$ cat src/rtl/dadda_mac_sequencer.sv
// Dot-product sequencer around an external combinational 8x8 Dadda MAC datapath.
// Streams (a, b) pairs through the datapath, feeding the registered accumulator back into x.
module dadda_mac_sequencer #(
  parameter int LEN_W = 8,
  parameter int ACC_W = 16
) (
  input  logic             clk,
  input  logic             rst_n,
  input  logic             start,
  input  logic [LEN_W-1:0] len,
  input  logic             in_valid,
  output logic             in_ready,
  input  logic [7:0]       in_a,
  input  logic [7:0]       in_b,
  output logic [7:0]       mac_a,
  output logic [7:0]       mac_b,
  output logic [ACC_W-1:0] mac_x,
  input  logic [ACC_W-1:0] mac_out,
  input  logic             mac_cout,
  output logic             res_valid,
  input  logic             res_ready,
  output logic [ACC_W-1:0] res_data,
  output logic             res_ovf,
  output logic             busy
);

  localparam logic [1:0] S_IDLE = 2'd0;
  localparam logic [1:0] S_ACC  = 2'd1;
  localparam logic [1:0] S_DONE = 2'd2;

  logic [1:0]       r_state;
  logic [ACC_W-1:0] r_acc;
  logic [LEN_W-1:0] r_cnt;
  logic [LEN_W-1:0] r_len_q;
  logic             r_ovf;

  logic w_in_acc;
  logic w_in_done;
  logic w_beat;
  logic w_last;

  assign w_in_acc  = (r_state == S_ACC);
  assign w_in_done = (r_state == S_DONE);
  assign w_beat    = w_in_acc && in_valid;
  // Only reachable in ACC, where r_len_q >= 1, so the decrement never wraps.
  assign w_last    = (r_cnt == (r_len_q - LEN_W'(1)));

  assign in_ready  = w_in_acc;
  assign busy      = w_in_acc || w_in_done;
  assign res_valid = w_in_done;
  assign res_data  = w_in_done ? r_acc : '0;
  assign res_ovf   = w_in_done && r_ovf;

  // Operands pass straight through to the datapath only while a beat can be taken.
  assign mac_a = w_in_acc ? in_a : 8'd0;
  assign mac_b = w_in_acc ? in_b : 8'd0;
  assign mac_x = r_acc;

  // NOTE: sequential state uses non-blocking assignments so every register samples
  // pre-edge values; blocking here would create order-dependent simulation races.
  always_ff @(posedge clk or negedge rst_n) begin
    if (!rst_n) begin
      r_state <= S_IDLE;
      r_acc   <= '0;
      r_cnt   <= '0;
      r_len_q <= '0;
      r_ovf   <= 1'b0;
    end else begin
      case (r_state)
        S_IDLE: begin
          if (start) begin
            r_len_q <= len;
            r_acc   <= '0;
            r_ovf   <= 1'b0;
            r_cnt   <= '0;
            r_state <= (len == '0) ? S_DONE : S_ACC;
          end
        end
        S_ACC: begin
          if (w_beat) begin
            r_acc <= mac_out;
            r_ovf <= r_ovf | mac_cout;
            r_cnt <= r_cnt + LEN_W'(1);
            if (w_last) r_state <= S_DONE;
          end
        end
        S_DONE: begin
          if (res_ready) r_state <= S_IDLE;
        end
        default: r_state <= S_IDLE;
      endcase
    end
  end

endmodule

$ cat config.mk
export PLATFORM = sky130hd
export DESIGN_NAME = dadda_mac_sequencer
export DESIGN_NICKNAME = d
export VERILOG_FILES = /design/src/rtl/dadda_mac_sequencer.sv
export SDC_FILE = /design/constraint.sdc
export NUM_CORES = 1
export LEC_CHECK = 0
export CORE_ASPECT_RATIO = 1.75
export CORE_MARGIN = 3
export CORE_UTILIZATION = 43
export CTS_CLUSTER_SIZE = 28
export DETAILED_ROUTE_END_ITERATION = 10
export PLACE_DENSITY = 0.95
export SLEW_MARGIN = 40
export SYNTH_ARGS = -nofsm -noshare
export SYNTH_HDL_FRONTEND = slang
export SYNTH_SLANG_ARGS = --single-unit
$ cat constraint.sdc
create_clock -name clk -period 4 [get_ports clk]
set_input_delay 0.4 -clock clk [delete_from_list [all_inputs] [get_ports clk]]
set_output_delay 0.4 -clock clk [all_outputs]
set_load 0.02 [all_outputs]
==> report_table.html <==
<table>
<tr><th>Metric</th><th>Value</th></tr>
<tr><th colspan="2">Run status</th></tr>
<tr><td>Run status</td><td>complete, no violations</td></tr>
<tr><th colspan="2">Worst setup path</th></tr>
<tr><td>R2R depth</td><td>6</td></tr>
<tr><td>Cell with the biggest individual delay on the critical path</td><td>sky130_fd_sc_hd__clkdlybuf4s50_1</td></tr>
<tr><td>Worst-case register-to-register setup slack</td><td>1.48 ns</td></tr>
<tr><td>Required @ worst endpoint</td><td>3.60 ns</td></tr>
<tr><td>Crit Reg-Reg Startpoint</td><td>r_state[1]</td></tr>
<tr><td>Kind of capture point of the worst setup path</td><td>output pin</td></tr>
<tr><td>Crit path from</td><td>r_state[1]</td></tr>
<tr><td>Cell type group with the largest total delay on the critical path</td><td>buffers and inverters</td></tr>
<tr><td>Maximum fanout along the worst path</td><td>22</td></tr>
<tr><td>Crit path cell chain</td><td>inv_1 &gt; ha_1 &gt; and2_1 &gt; clkdlybuf4s50_1</td></tr>
<tr><td>CP endpoint</td><td>mac_b[4]</td></tr>
<tr><td>Cell count along the critical path</td><td>4</td></tr>
<tr><td>CP arrival</td><td>2.13 ns</td></tr>
<tr><td>CP max stage delay</td><td>0.62 ns</td></tr>
<tr><td>Kind of critical path</td><td>reg -&gt; out</td></tr>
<tr><td>Worst reg2reg path endpoint</td><td>r_cnt[3]</td></tr>
<tr><td>Buf/Inv on CP</td><td>2</td></tr>
<tr><td>Startpoint kind of the worst setup timing path</td><td>flop</td></tr>
<tr><th colspan="2">Final layout</th></tr>
<tr><td>Core utilization of the finished layout</td><td>0.719</td></tr>
<tr><td>Sequential cell area</td><td>876 um^2</td></tr>
<tr><td>Post-synthesis to final-layout area growth</td><td>57.1%</td></tr>
<tr><td>Area occupied by multi-input gates</td><td>1030 um^2</td></tr>
<tr><td>Nets@finish</td><td>339</td></tr>
<tr><td>Ant. Diodes</td><td>0</td></tr>
<tr><td>Number of inserted filler cells in the final layout</td><td>319</td></tr>
<tr><td>Leading cell types in the layout, fill and taps excluded</td><td>sky130_fd_sc_hd__clkdlybuf4s50_1 (97), sky130_fd_sc_hd__dfrtp_1 (35), sky130_fd_sc_hd__and2_1 (33)</td></tr>
<tr><td>Ratio of cells with drive above 1 in the final layout</td><td>0.0830</td></tr>
<tr><td>Final non-filler cell area</td><td>3070 um^2</td></tr>
<tr><td>Most common cell after layout, fill and taps aside</td><td>sky130_fd_sc_hd__clkdlybuf4s50_1</td></tr>
<tr><th colspan="2">Clocking</th></tr>
<tr><td>Number of setup buffers added after CTS</td><td>0</td></tr>
<tr><td>Clock Tree Root</td><td>sky130_fd_sc_hd__clkbuf_8</td></tr>
<tr><td>CTS Buf Count</td><td>5</td></tr>
<tr><td>Clock tree from TritonCTS</td><td>done</td></tr>
<tr><td>Clock insertion delay at the later pin of the skew report</td><td>0.30 ns</td></tr>
<tr><td>Number of resized instances in the post-cts repair step</td><td>0</td></tr>
<tr><td>Sink count of the clock tree</td><td>35</td></tr>
<tr><td>Clock buffer depth</td><td>2</td></tr>
<tr><td>Hold buffer count at cts</td><td>0</td></tr>
<tr><td>Number of levels the H-tree was split into</td><td>2</td></tr>
<tr><td>Clock input transition at the sequential cells of the worst setup and hold paths</td><td>0.07 ns</td></tr>
<tr><th colspan="2">Detailed routing</th></tr>
<tr><td>Detailed router's first-iteration violation count</td><td>67</td></tr>
<tr><td>Number of vias per cell</td><td>5.32</td></tr>
<tr><td>Number of antenna-violating nets in the routed design</td><td>0</td></tr>
<tr><td>Wirelength, routed</td><td>5660 um</td></tr>
<tr><td>WL/cell</td><td>16.8 um</td></tr>
<tr><td>Pre-Repair DR Iteration Count</td><td>4</td></tr>
<tr><td>Remaining design rule violation count</td><td>0</td></tr>
<tr><td>Routed vias</td><td>1798</td></tr>
<tr><th colspan="2">Pwr</th></tr>
<tr><td>Peak VDD IR</td><td>557 uV</td></tr>
<tr><td>Part of the power in registers</td><td>0.302</td></tr>
<tr><td>Total chip power</td><td>2250 uW</td></tr>
<tr><td>Leakage</td><td>0.00131 uW</td></tr>
<tr><td>Internal power of the cells</td><td>1290 uW</td></tr>
<tr><td>Combinational fraction of design power</td><td>0.574</td></tr>
<tr><td>Clock power share</td><td>0.125</td></tr>
<tr><td>Net switching share of the total power</td><td>0.428</td></tr>
<tr><td>Switching power summed over all nets</td><td>964 uW</td></tr>
<tr><td>Power density over cell area</td><td>734 nW/um^2</td></tr>
<tr><th colspan="2">Yosys</th></tr>
<tr><td>Synthesized net count</td><td>241</td></tr>
<tr><td>Gate Count Post-Synth</td><td>190</td></tr>
<tr><td>Yosys warns</td><td>0</td></tr>
<tr><td>Post-synthesis sequential area ratio</td><td>0.448</td></tr>
<tr><td>Cell area after technology mapping</td><td>1950 um^2</td></tr>
<tr><td>Count of cell types in the netlist</td><td>36</td></tr>
<tr><td>Post-synthesis average cell area</td><td>10.3 um^2</td></tr>
<tr><td>Synthesis-stage register bit count</td><td>35</td></tr>
<tr><th colspan="2">Floorplanning</th></tr>
<tr><td>Area enclosed by the die boundary</td><td>5420 um^2</td></tr>
<tr><td>Die outline height</td><td>95.2 um</td></tr>
<tr><td>Initial Util</td><td>0.458</td></tr>
<tr><td>Number of placement rows</td><td>31</td></tr>
<tr><td>Ports</td><td>98</td></tr>
<tr><td>Die X</td><td>56.9 um</td></tr>
<tr><td>Core area</td><td>4270 um^2</td></tr>
<tr><th colspan="2">Timing</th></tr>
<tr><td>Final Setup Violations</td><td>0</td></tr>
<tr><td>Worst clock skew</td><td>0.0107 ns</td></tr>
<tr><td>Worst slew margin</td><td>0.524</td></tr>
<tr><td>Period minus WS final</td><td>2.53 ns</td></tr>
<tr><td>Final TNS setup</td><td>0 ns</td></tr>
<tr><td>RSZ-0062 raised after global routing</td><td>no</td></tr>
<tr><td>Final period utilization</td><td>0.633</td></tr>
<tr><td>Highest attainable clock frequency</td><td>0.395 GHz</td></tr>
<tr><td>Slew at the pin closest to its max-slew limit</td><td>0.714 ns</td></tr>
<tr><td>Number of slew-limit violations in the final report</td><td>0</td></tr>
<tr><td>Final number of hold-violating endpoints</td><td>0</td></tr>
<tr><th colspan="2">Placement</th></tr>
<tr><td>Port-buffer cells</td><td>97</td></tr>
<tr><td>Estimated wirelength of the detail-placed design</td><td>4370 um</td></tr>
<tr><td>RD Place Congestion</td><td>0.767</td></tr>
<tr><td>Standard cell area after detailed placement</td><td>2970 um^2</td></tr>
<tr><th colspan="2">Global route</th></tr>
<tr><td>Maximum number of pins on one net before global-route repair</td><td>36</td></tr>
<tr><td>Overall fraction of global-route tracks in use</td><td>0.217</td></tr>
<tr><td>First-pass GRT wire length</td><td>9180 um</td></tr>
<tr><td>Initial antenna violation count</td><td>0</td></tr>
<tr><td>Via count of the first global-routing pass</td><td>1987</td></tr>
<tr><td>Global-route congestion overflow total</td><td>0</td></tr>
<tr><th colspan="2">Flow run</th></tr>
<tr><td>Max-cap viol count</td><td>0</td></tr>
<tr><th colspan="2">Hold path</th></tr>
<tr><td>Type of the most critical hold path</td><td>reg -&gt; reg</td></tr>
</table>
==> state kept, by name (all words and copies together), names as in the netlist <==
signal / count
mac_x: 16
r_cnt: 8
r_len_q: 8
r_state: 2
r_ovf: 1
==> power by group through the flow <==
stage / registers (uW) / clock network (uW) / logic (uW)
6_report: 680 / 281 / 1290
4_1_cts: 678 / 283 / 1310
2_1_floorplan: 733 / 0 / 688
3_5_place_dp: 678 / 0 / 1300
3_3_place_gp: 669 / 0 / 1260
5_1_grt: 704 / 301 / 1390
==> stage by stage <==
| stage | std cells | setup WS [ns] | hold WS, ns |
|---|---|---|---|
| floorplan | 190 | 2.04 | 0.104 |
| global placement | 330 | 1.64 | 0.483 |
| detailed placement | 330 | 1.52 | 0.491 |
| CTS | 338 | 1.46 | 0.506 |
| global route | 338 | 1.25 | 0.529 |
| finish | 338 | 1.47 | 0.495 |
==> tightest hold or removal path, cell delays in order, from the launching register on <==
cell                      delay [ns]
sky130_fd_sc_hd__dfrtp_1        0.34
sky130_fd_sc_hd__a21oi_1        0.04
sky130_fd_sc_hd__nor2_1         0.07
==> per-layer routing <==
layer | share of wire | vias to the layer above | track usage
met5 | 0 | - | 0
met4 | 0.017 | 0 | 0.0793
met1 | 0.35 | 881 | 0.230
met3 | 0.044 | 9 | 0.0474
li1 | - | 861 | -
met2 | 0.59 | 47 | 0.411
==> worst min path at each step <==
stage | startpoint | endpoint | slack (ns) | cells past startpoint
final | r_ovf | r_ovf | 0.50 | 2
after global routing | r_ovf | r_ovf | 0.53 | 2
after CTS | r_ovf | r_ovf | 0.51 | 2
after detailed placement | r_ovf | r_ovf | 0.49 | 2
after global placement | r_ovf | r_ovf | 0.48 | 2
after floorplan | rst_n | mac_x[0] | 0.10 | 0
==> area by class of cell <==
class,instances,area share
Clock buffer,8,0.0326
Inverter,6,0.00734
Multi-Input combinational cell,142,0.336
Sequential cell,35,0.285
Tap cell,49,0.0200
Timing Repair Buffer,98,0.319
==> Yosys cell counts <==
master | number | share of area
sky130_fd_sc_hd__o211a_1 | 1 | 0.0051
sky130_fd_sc_hd__mux2i_1 | 1 | 0.0051
sky130_fd_sc_hd__or2_2 | 1 | 0.0032
sky130_fd_sc_hd__mux2_2 | 8 | 0.046
sky130_fd_sc_hd__nand3b_1 | 1 | 0.0038
sky130_fd_sc_hd__xnor2_1 | 4 | 0.018
sky130_fd_sc_hd__and4_1 | 1 | 0.0045
sky130_fd_sc_hd__dfrtp_1 | 35 | 0.45
sky130_fd_sc_hd__or3_1 | 2 | 0.0064
sky130_fd_sc_hd__nand2b_1 | 2 | 0.0064
sky130_fd_sc_hd__nor4_1 | 3 | 0.0096
sky130_fd_sc_hd__a221oi_1 | 1 | 0.0045
sky130_fd_sc_hd__or2b_2 | 1 | 0.0045
sky130_fd_sc_hd__clkbuf_1 | 6 | 0.012
sky130_fd_sc_hd__and2_1 | 33 | 0.11
sky130_fd_sc_hd__o21ai_0 | 1 | 0.0026
sky130_fd_sc_hd__a21oi_1 | 5 | 0.013
sky130_fd_sc_hd__buf_1 | 1 | 0.0019
sky130_fd_sc_hd__o2111ai_2 | 1 | 0.0077
sky130_fd_sc_hd__ha_1 | 5 | 0.032
sky130_fd_sc_hd__nand3_1 | 3 | 0.0077
sky130_fd_sc_hd__inv_1 | 6 | 0.012
sky130_fd_sc_hd__nor3b_1 | 2 | 0.0077
sky130_fd_sc_hd__nor3_1 | 7 | 0.018
sky130_fd_sc_hd__nor3_2 | 1 | 0.0051
sky130_fd_sc_hd__or4_4 | 1 | 0.0058
sky130_fd_sc_hd__and3_1 | 2 | 0.0064
sky130_fd_sc_hd__nand2_1 | 9 | 0.017
sky130_fd_sc_hd__nor2_1 | 12 | 0.023
sky130_fd_sc_hd__nor2b_1 | 3 | 0.0096
sky130_fd_sc_hd__a2111oi_4 | 1 | 0.014
sky130_fd_sc_hd__o31ai_2 | 1 | 0.0064
sky130_fd_sc_hd__o31a_1 | 2 | 0.0090
sky130_fd_sc_hd__a22o_1 | 17 | 0.076
sky130_fd_sc_hd__nand4_1 | 2 | 0.0064
sky130_fd_sc_hd__xor2_1 | 8 | 0.036
==> cell families after synthesis <==
| family | synth area share |
|---|---|
| DFF | 0.448 |
| muxes | 0.0513 |
| and+or+nand+nor | 0.251 |
| adders and majority gates | 0.0320 |
| buffers and inverters | 0.0250 |
| xor gates and xnor gates | 0.0538 |
| AOI/OAI and AO/OA | 0.138 |
Power figures use the tool's default switching activity.
